**config.mk**
```make
export PLATFORM = sky130hd
export DESIGN_NAME = serial_shift_right_unit
export DESIGN_NICKNAME = d
export VERILOG_FILES = /design/src/rtl/serial_shift_right_unit.sv
export SDC_FILE = /design/constraint.sdc
export NUM_CORES = 1
export LEC_CHECK = 0
export CAP_MARGIN = 20
export CORE_MARGIN = 2
export CORE_UTILIZATION = 55
export CTS_CLUSTER_DIAMETER = 120
export CTS_CLUSTER_SIZE = 16
export DETAILED_ROUTE_END_ITERATION = 7
export PLACE_DENSITY_LB_ADDON = 0.12
export RECOVER_POWER = 25
export SLEW_MARGIN = 5
export SYNTH_ARGS = -nofsm -noshare
export SYNTH_HDL_FRONTEND = slang
export SYNTH_SLANG_ARGS = --single-unit
```
**constraint.sdc**
```tcl
create_clock -name CLK -period 3.6 [get_ports CLK]
set_input_delay 0.54 -clock CLK [delete_from_list [all_inputs] [get_ports CLK]]
set_output_delay 0.54 -clock CLK [all_outputs]
set_load 0.05 [all_outputs]
```
**src/rtl/serial_shift_right_unit.sv**
```systemverilog
`timescale 1ns/1ps
// Iterative srl/sra/srlv/srav unit: shifts the operand right one bit per clock.
// Latency: DONE visible SHAMT+1 cycles after the accept edge (1 cycle for SHAMT=0).
// Backpressure: START is only taken while BUSY=0; requests during a shift are dropped.
module serial_shift_right_unit #(
  parameter int DATA_WIDTH  = 32,
  parameter int SHAMT_WIDTH = 5
) (
  input  logic                   CLK,
  input  logic                   RST,
  input  logic                   START,
  input  logic                   ARITH,
  input  logic [DATA_WIDTH-1:0]  DATA_IN,
  input  logic [SHAMT_WIDTH-1:0] SHAMT,
  output logic                   BUSY,
  output logic                   DONE,
  output logic [DATA_WIDTH-1:0]  OUT
);

  typedef enum logic [1:0] {
    IDLE   = 2'd0,
    SHIFT  = 2'd1,
    FINISH = 2'd2
  } state_t;

  localparam logic [SHAMT_WIDTH-1:0] CNT_ONE = SHAMT_WIDTH'(1);

  state_t                  state;
  state_t                  state_nxt;
  logic [DATA_WIDTH-1:0]   shift_reg;
  logic [DATA_WIDTH-1:0]   shift_nxt;
  logic [DATA_WIDTH-1:0]   out_reg;
  logic [SHAMT_WIDTH-1:0]  count;
  logic                    arith_fill;
  logic                    accept;
  logic                    last_shift;

  // A new request is taken in IDLE and also in FINISH, so back-to-back shifts lose no cycle.
  assign accept     = START && (state != SHIFT);
  assign last_shift = (state == SHIFT) && (count == CNT_ONE);

  // One-bit right shift; the fill bit replicates the sign only for arithmetic shifts.
  assign shift_nxt  = {arith_fill & shift_reg[DATA_WIDTH-1], shift_reg[DATA_WIDTH-1:1]};

  assign OUT = out_reg;

  // State register.
  always_ff @(posedge CLK or negedge RST) begin
    if (!RST) begin
      state <= IDLE;
    end else begin
      state <= state_nxt;
    end
  end

  // Next-state and handshake outputs.
  always_comb begin
    state_nxt = state;
    BUSY      = 1'b0;
    DONE      = 1'b0;
    case (state)
      IDLE, FINISH: begin
        DONE = (state == FINISH);
        if (START) begin
          // A zero shift amount completes without any shift cycles.
          state_nxt = (SHAMT == '0) ? FINISH : SHIFT;
        end else begin
          state_nxt = IDLE;
        end
      end
      SHIFT: begin
        BUSY = 1'b1;
        if (count == CNT_ONE) begin
          state_nxt = FINISH;
        end
      end
      default: begin
        state_nxt = IDLE;
      end
    endcase
  end

  // Operand capture, iterative shifting and remaining-shift counter.
  always_ff @(posedge CLK or negedge RST) begin
    if (!RST) begin
      shift_reg  <= '0;
      count      <= '0;
      arith_fill <= 1'b0;
    end else if (accept) begin
      shift_reg  <= DATA_IN;
      count      <= SHAMT;
      arith_fill <= ARITH;
    end else if (state == SHIFT) begin
      shift_reg  <= shift_nxt;
      count      <= count - CNT_ONE;
    end
  end

  // Result register: only loaded on the edge entering FINISH, so it holds the
  // previous result for the whole shift and is valid together with DONE.
  always_ff @(posedge CLK or negedge RST) begin
    if (!RST) begin
      out_reg <= '0;
    end else if (accept && (SHAMT == '0)) begin
      out_reg <= DATA_IN;
    end else if (last_shift) begin
      out_reg <= shift_nxt;
    end
  end

endmodule

```
==> results of run 1 <==
layer usage:
metal	vias up	track usage, %
li1	1502	-
met3	17	3.64
met5	-	0
met2	96	40.0
met1	1551	38.8
met4	0	15.2
layout make-up:
type | count | area (um^2)
well taps | 77 | 96.3
clock buffers | 11 | 151
flip-flops and latches | 71 | 1780
fillers | 510 | 1740
clock inverters | 5 | 80.1
repair buffers | 85 | 826
multi-input cells | 257 | 1590
inverters | 4 | 16.3
power by group through the flow:
stage	logic, mW	clock network [mW]	registers, mW
4_1_cts	2.18	0.745	1.46
6_report	2.20	0.733	1.47
5_1_grt	2.36	0.775	1.51
3_3_place_gp	2.13	0	1.46
3_5_place_dp	2.18	0	1.47
2_1_floorplan	0.919	0	2.04
per-stage QoR:
step	instances	hold WS, ns	setup WS, ns	area, um^2
final	510	0.518	1.22	4540
after floorplan	373	0.244	1.45	3540
after detailed placement	493	0.499	0.895	4290
after global routing	510	0.539	0.815	4540
after global placement	493	0.493	0.923	4290
after CTS	509	0.344	1.23	4520
cell families after synthesis:
logic type	share of synthesized area, %
muxes	9.69
AOI/OAI and AO/OA	16.8
DFF	50.2
and+or+nand+nor	17.6
buffers and inverters	4.92
adders and majority gates	0.707
worst paths after layout:
kind	from	endpoint	slack [ns]	depth (start not counted)
worst max-delay path	SHAMT[2]	OUT[9]$_DFFE_PN0P_	1.22	5
worst min-delay path	shift_reg[21]$_DFFE_PN0P_	shift_reg[20]$_DFFE_PN0P_	0.52	2
worst max register to register	count[1]$_DFFE_PN0P_	OUT[9]$_DFFE_PN0P_	1.29	6
worst min register to register	shift_reg[21]$_DFFE_PN0P_	shift_reg[20]$_DFFE_PN0P_	0.52	2
max in group asynchronous	RST	OUT[13]$_DFFE_PN0P_	1.29	2
min in group asynchronous	RST	OUT[26]$_DFFE_PN0P_	0.83	1
cell usage in the layout (no fill, tap or decap), types with 2 or more instances in the layout:
master	synthesis	routed
clkdlybuf4s50_1	0	71
or4b_1	2	2
nand3_1	32	32
mux2_1	2	2
ha_1	2	2
buf_4	0	10
nor3b_1	3	3
or3_1	2	2
clkinvlp_4	0	2
inv_1	3	3
o21ai_0	7	7
clkinv_2	0	2
nor4_1	32	32
nand2_1	33	33
nor3_1	2	2
dfrtp_1	71	71
a31oi_1	32	32
nand2b_1	2	2
clkbuf_8	0	11
mux2i_1	32	32
o21ai_1	57	57
bufinv_16	0	2
clkbuf_1	34	2
critical path, stage by stage:
cell             delay, ns
clkdlybuf4s50_1       0.45
or4b_1                0.55
or3_1                 0.59
buf_4                 0.32
a31oi_1               0.18
==> results.yml, run 1 <==
setup_path:
  criticalPathCategory: "in -> reg"
  critPathArrivalTime_ns: 2.64
  critPathMaxFanout: 18
  worstSetupStartpointType: "input pin"
  end_kind: "flop"
  critPathRequiredTime_ns: 3.86
pwr:
  p_clk_share_pct: 16.7
  p_leak_nw: 1.84
  seq_power_share_pct: 33.4
  power.switching_mw: 2.03
  power_frac_comb_pct: 49.9
  p_per_area_mw_per_mm2: 969
  power.total_mw: 4.40
  switching_share_pct: 46.2
  ir_drop_uv: 551
  intPower_mw: 2.37
hold_path:
  hold_path_class: "reg -> reg"
run_status:
  status: "finished, violations left"
  violations: "capacitance limit, slew limit"
floorplan:
  dieArea_mm2: 0.00709
  die_h_um: 84.2
  core_area_mm2: 0.00628
  ios: 75
  start_util_pct: 56.3
  die_w_um: 84.2
  num_rows: 29
placed_design:
  gp_congestion: 0.809
  portBuffers: 74
  dp_hpwl_mm: 5.46
detailed_routing:
  drtIter0Drc: 241
  wl_met3_um: 423
  maxUsedRoutingLayer: "met4"
  wl_met2_mm: 4.50
  ant_nets: 0
  wl_met1_mm: 4.06
  finalWirelength_mm: 9.16
  drt-pass1-iter-count: 4
  dr_total_vias: 3166
  drc: 0
  wl_per_cell_um: 18.0
  viasPerCell: 6.21
clock_tree:
  numCtsBuffers: 9
  clk_latency_ns: 0.34
  clock_sinks: 71
  cts_resized: 0
  clockRootBuffer: "clkbuf_8"
  clk_pin_slew_worst_paths_ns: 0.08
  cts_tree: "yes"
  ctsHtreeMaxLevel: 3
  post_cts_buffers: 0
  clock_path_buffers: 2
  hold_buffers: 0
synthesis:
  synth-seq-area-share_pct: 50.2
  yosysMostFrequentCell: "dfrtp_1"
  synth_area_leader_cell: "dfrtp_1"
  async_reset_ff_share_pct: 100
  synth.avg_cell_area_um2: 9.48
  synthCells: 373
  synthTopCellsByArea: "dfrtp_1 (50%), mux2i_1 (9.1%), o21ai_1 (8.1%), a31oi_1 (5.7%), nor4_1 (5.7%)"
  synth_top_area_share_pct: 50.2
  ys_dominant_reg_cell: "dfrtp_1"
  synth_cell_type_count: 36
  synth_area_mm2: 0.00354
  postSynthRegisterBits: 71
  synth_edf_count: 0
  yosysWarnings: 0
  synth.top_cells.by_count: "dfrtp_1 (71), o21ai_1 (57), clkbuf_1 (34)"
  syn_nets: 416
layout:
  areaGrowthSynthToFinish_pct: 28.3
  diodes: 0
  layout.nets: 471
  drive_above_1_share_pct: 6.93
  post-route-util_pct: 72.3
  largest_register_ffs: 32
grt:
  globalRouteTotalUtil_pct: 27.1
  first_global_vias: 3125
  grt_start_max_net_pins: 75
  antenna_found_initial: 0
  grt-ovfl-total: 0
  grt_pass1_wl_mm: 15.3
sta:
  tns_ns: 0
  hold_violations: 0
  slew_headroom_pct: -46.1
  finalSetupViolations: 0
  fin_skew_ns: 0.00991
  fmax_ghz: 0.420
  rsz0062_at_grt: "false"
  period_share_pct: 66.2
  finalMaxSlewViolations: 41
  layout_min_cycle_time_ns: 2.38
  worst_slew_pin_slew_ns: 2.19
flow_run:
  maxCapViolCount: 1
Note: power is estimated with default switching activity, not from simulation.
==> run 2, diff against run 1 <==
--- a/config.mk
+++ b/config.mk
@@ -7,7 +7,7 @@
 export LEC_CHECK = 0
 export CAP_MARGIN = 20
 export CORE_MARGIN = 2
-export CORE_UTILIZATION = 55
+export CORE_UTILIZATION = 46
 export CTS_CLUSTER_DIAMETER = 120
 export CTS_CLUSTER_SIZE = 16
 export DETAILED_ROUTE_END_ITERATION = 7
==> constraint.sdc (replaced) <==
create_clock -name CLK -period 2.15 [get_ports CLK]
set_input_delay 0.3225 -clock CLK [delete_from_list [all_inputs] [get_ports CLK]]
set_output_delay 0.3225 -clock CLK [all_outputs]
set_load 0.05 [all_outputs]
==> run 2 against run 1 <==
Against the previous run: register-to-register slack lost 0.94 ns; critical path type is now reg -> out; largest cell class unchanged; sequential cell count is the same; clock skew grew 0.0011 ns; largest power group unchanged; the flow still finishes with violations (capacitance limit, slew limit).
==> results.yml, run 2 (synthesized netlist as in run 1, its figures left out) <==
flow_run:
  maxCapViolCount: 1
detailed_routing:
  wl_met3_um: 545
  viasPerCell: 5.98
  drtIter0Drc: 220
  drt-pass1-iter-count: 4
  wl_met1_mm: 4.14
  finalWirelength_mm: 9.30
  drc: 0
  wl_met2_mm: 4.56
  ant_nets: 0
  dr_total_vias: 3213
  maxUsedRoutingLayer: "met4"
  wl_per_cell_um: 17.3
setup_path:
  worstRegToRegCells: 6
  critPathArrivalTime_ns: 1.72
  worstPathCellList: "nor2b_1 -> clkdlybuf4s50_1"
  end_kind: "output port"
  critPathTopFamily: "buffers and inverters"
  cpMaxStageDelayCell: "clkdlybuf4s50_1"
  critPathRequiredTime_ns: 1.83
  cp.depth: 2
  critPathMaxFanout: 5
  startpoint: "state[1]$_DFFE_PN0P_"
  path_buf_inv: 1
  crit_path_end: "DONE"
  r2r_start: "count[1]$_DFFE_PN0P_"
  criticalPathCategory: "reg -> out"
  reg2reg_setup_slack_ns: 0.35
  rr_endpoint: "OUT[4]$_DFFE_PN0P_"
  slowest_delay_ns: 0.80
  worstSetupStartpointType: "flop"
hold_path:
  hold_path_class: "in -> async"
clock_tree:
  numCtsBuffers: 9
  clock_path_buffers: 2
  cts_resized: 0
  hold_buffers: 0
  clock_sinks: 71
  clockRootBuffer: "clkbuf_8"
  ctsHtreeMaxLevel: 3
  clk_latency_ns: 0.34
  cts_tree: "yes"
  clk_pin_slew_worst_paths_ns: 0.08
  post_cts_buffers: 0
sta:
  layout_min_cycle_time_ns: 2.05
  finalSetupViolations: 0
  hold_violations: 0
  period_share_pct: 95.1
  setup_slack_ns: 0.105
  rsz0062_at_grt: "false"
  slew_headroom_pct: -15.4
  fin_skew_ns: 0.0110
  finalMaxSlewViolations: 72
  worst_slew_pin_slew_ns: 1.73
  fmax_ghz: 0.489
pwr:
  power.switching_mw: 3.40
  power_frac_comb_pct: 50.7
  intPower_mw: 4.06
  ir_drop_uv: 768
  switching_share_pct: 45.6
  p_clk_share_pct: 16.2
  p_per_area_mw_per_mm2: 1610
  seq_power_share_pct: 33.1
  p_leak_nw: 1.88
layout:
  layout.cells.non_filler: 537
  drive_above_1_share_pct: 7.99
  largest_register_ffs: 32
  layout.nets: 476
  post-route-util_pct: 63.2
  diodes: 0
  areaGrowthSynthToFinish_pct: 30.9
  final_cell_mix: "dfrtp_1 (71), clkdlybuf4s50_1 (71), o21ai_1 (57)"
grt:
  globalRouteTotalUtil_pct: 23.0
  first_global_vias: 3142
  antenna_found_initial: 0
  grt_start_max_net_pins: 72
  grt-ovfl-total: 0
  grt_pass1_wl_mm: 15.5
floorplan:
  die_h_um: 91.7
  dieArea_mm2: 0.00841
  num_rows: 31
  core_area_mm2: 0.00733
  die_w_um: 91.7
  ios: 75
  start_util_pct: 48.3
run_status:
  violations: "capacitance limit, slew limit"
  status: "finished, violations left"
placed_design:
  gp_congestion: 0.782
  dp_hpwl_mm: 5.83
  pre_cts_ws_ns: -0.0388
  portBuffers: 74
  dp.cells: 521
-- run 2: cell count changes in the layout (fill, tap and decap cells not counted) --
cell        delta
buf_12         +4
buf_4          +2
buf_16         -1
clkinv_2       -1
inv_4          +1
clkbuf_2       +1
clkinvlp_4     -2
buf_2          +1
-- run 2: worst min path at each step --
stage / end / start / cells after the start / slack [ns]
2_1_floorplan: OUT[0]$_DFFE_PN0P_ / RST / 0 / 0.03
3_3_place_gp: count[4]$_DFFE_PN0P_ / RST / 2 / 0.38
3_5_place_dp: count[4]$_DFFE_PN0P_ / RST / 2 / 0.38
4_1_cts: count[4]$_DFFE_PN0P_ / RST / 2 / 0.01
5_1_grt: shift_reg[24]$_DFFE_PN0P_ / shift_reg[25]$_DFFE_PN0P_ / 2 / 0.54
6_report: count[4]$_DFFE_PN0P_ / RST / 2 / 0.51
-- run 2: power groups by stage --
stage               Combinational, mW  Sequential, mW  Clock (mW)
floorplan                        1.54            3.41           0
global placement                 3.73            2.46           0
detailed placement               3.79            2.48           0
CTS                              3.80            2.46        1.22
global route                     4.08            2.55        1.30
finish                           3.78            2.47        1.21
-- run 2: through the flow --
step	area (um^2)	setup TNS, ns	total power, mW	hold WS [ns]
floorplan	3540	0	4.95	0.0269
global placement	4420	0	6.19	0.381
detailed placement	4420	-0.0674	6.27	0.381
CTS	4650	0	7.48	0.0115
global route	4630	0	7.92	0.540
finish	4630	0	7.46	0.511
-- run 2: metal layers --
metal / track usage (%) / vias up
met5: 0 / -
met4: 7.21 / 0
met3: 3.62 / 6
met2: 36.3 / 117
met1: 32.7 / 1572
li1: - / 1518
-- run 2: cell type report --
cell class,count,area (um^2)
Clock buffer,13,159
Clock inverter,3,65.1
Fill cell,622,2700
Inverter,4,17.5
Multi-Input combinational cell,257,1590
Sequential cell,71,1780
Tap cell,99,124
Timing Repair Buffer,90,896
==> run 3, diff against run 2 <==
==> constraint.sdc (replaced) <==
create_clock -name CLK -period 2.15 [get_ports CLK]
set_input_delay 0.3225 -clock CLK [delete_from_list [all_inputs] [get_ports CLK]]
set_output_delay 0.3225 -clock CLK [all_outputs]
set_load 0.1 [all_outputs]
==> run 3 against run 2 <==
Against the previous run: non-clock buffer count grew 4; count of clock-buffer cells in the layout shrank 2; utilization shrank 0.79 points; highest routed layer unchanged; worst setup slack gained 0.16 ns; via count shrank 0.65%; register-to-register slack is essentially flat; the run now ends clean; cell count grew 0.74%.
==> results.yml, run 3 (synthesized netlist as in run 1, its figures left out) <==
floorplan:
  die_h_um: 91.7
  core_area_mm2: 0.00733
  dieArea_mm2: 0.00841
  die_w_um: 91.7
  num_rows: 31
  ios: 75
  start_util_pct: 48.3
grt:
  grt_pass1_wl_mm: 15.5
  first_global_vias: 3165
  grt-ovfl-total: 0
  grt_start_max_net_pins: 73
  antenna_found_initial: 0
  globalRouteTotalUtil_pct: 23.1
setup_path:
  worstSetupStartpointType: "flop"
  critPathMaxFanout: 56
  critPathArrivalTime_ns: 1.56
  r2r_start: "count[1]$_DFFE_PN0P_"
  rr_endpoint: "OUT[5]$_DFFE_PN0P_"
  reg2reg_setup_slack_ns: 0.34
  critPathRequiredTime_ns: 1.83
  worstRegToRegCells: 6
  end_kind: "output port"
  criticalPathCategory: "reg -> out"
sta:
  finalMaxSlewViolations: 0
  rsz0062_at_grt: "false"
  tns_ns: 0
  slew_headroom_pct: 42.6
  hold_violations: 0
  layout_min_cycle_time_ns: 1.88
  period_share_pct: 87.6
  worst_slew_pin_slew_ns: 0.861
  finalSetupViolations: 0
  fin_skew_ns: 0.00678
  fmax_ghz: 0.531
layout:
  diodes: 0
  post-route-util_pct: 62.4
  drive_above_1_share_pct: 16.3
  areaGrowthSynthToFinish_pct: 29.3
  layout.cells.non_filler: 541
  largest_register_ffs: 32
  layout_commonest_cell: "dfrtp_1"
  layout.nets: 480
  final_cell_mix: "dfrtp_1 (71), o21ai_1 (57), buf_4 (48)"
clock_tree:
  clock_path_buffers: 2
  cts_resized: 0
  post_cts_buffers: 0
  clock_sinks: 71
  clk_latency_ns: 0.34
  clk_pin_slew_worst_paths_ns: 0.08
  hold_buffers: 1
  numCtsBuffers: 9
  ctsHtreeMaxLevel: 3
  cts_tree: "yes"
  clockRootBuffer: "clkbuf_8"
detailed_routing:
  ant_nets: 0
  dr_total_vias: 3192
  finalWirelength_mm: 9.30
  viasPerCell: 5.90
  drtIter0Drc: 199
  wl_per_cell_um: 17.2
  drt-pass1-iter-count: 5
  drc: 0
placed_design:
  gp_congestion: 0.755
  dp_hpwl_mm: 5.84
  portBuffers: 74
  dp.cells: 524
hold_path:
  hold_path_class: "in -> async"
flow_run:
  maxCapViolCount: 0
run_status:
  status: "finished clean"
[run 3: cell types whose count changed in the layout (fill, tap and decap cells not counted), sizes merged]
cell           before  now
clkinvlp            0    2
clkdlybuf4s50      71   38
buf                18   52
dlygate4sd3         0    1
[run 3: how the worst max path moves through the flow]
| stage | startpoint | to | slack, ns | cells past startpoint |
|---|---|---|---|---|
| floorplan | state[0]$_DFFE_PN0P_ | DONE | 0.09 | 1 |
| global placement | SHAMT[2] | OUT[30]$_DFFE_PN0P_ | 0.003 | 5 |
| detailed placement | SHAMT[2] | OUT[30]$_DFFE_PN0P_ | -0.04 | 5 |
| CTS | state[1]$_DFFE_PN0P_ | BUSY | 0.25 | 4 |
| global route | state[1]$_DFFE_PN0P_ | BUSY | 0.19 | 4 |
| finish | state[1]$_DFFE_PN0P_ | BUSY | 0.27 | 4 |
[run 3: cell type report]
| cell class | count | area, um^2 |
|---|---|---|
| flip-flops and latches | 71 | 1780 |
| inverters | 4 | 17.5 |
| fillers | 642 | 2760 |
| clock inverters | 5 | 80.1 |
| repair buffers | 94 | 828 |
| well taps | 99 | 124 |
| clock buffers | 11 | 151 |
| multi-input cells | 257 | 1600 |
[run 3: metal layers]
| metal | global-route usage, % | vias up | share of wire (%) |
|---|---|---|---|
| met1 | 31.8 | 1545 | 44 |
| met5 | 0 | - | 0 |
| met3 | 3.62 | 12 | 6.8 |
| li1 | - | 1522 | - |
| met2 | 36.3 | 113 | 48 |
| met4 | 10.1 | 0 | 1.3 |
[run 3: worst max-delay path: stages (launching register included)]
cell and delay, ns:
dfrtp_1 0.42, nand2b_2 0.22, inv_4 0.11, buf_12 0.23, buf_12 0.21
[run 3: stage by stage]
stage	setup slack (ns)	instance area (um^2)	hold WS (ns)
after CTS	0.249	4590	0.350
after global routing	0.186	4570	0.447
after floorplan	0.0855	3540	0.0269
after detailed placement	-0.0442	4350	0.190
final	0.266	4570	0.440
after global placement	0.00279	4350	0.200
Power of run 3 is not shown: default switching activity piles up to over one toggle a cycle in this logic, so the estimate is an artifact.
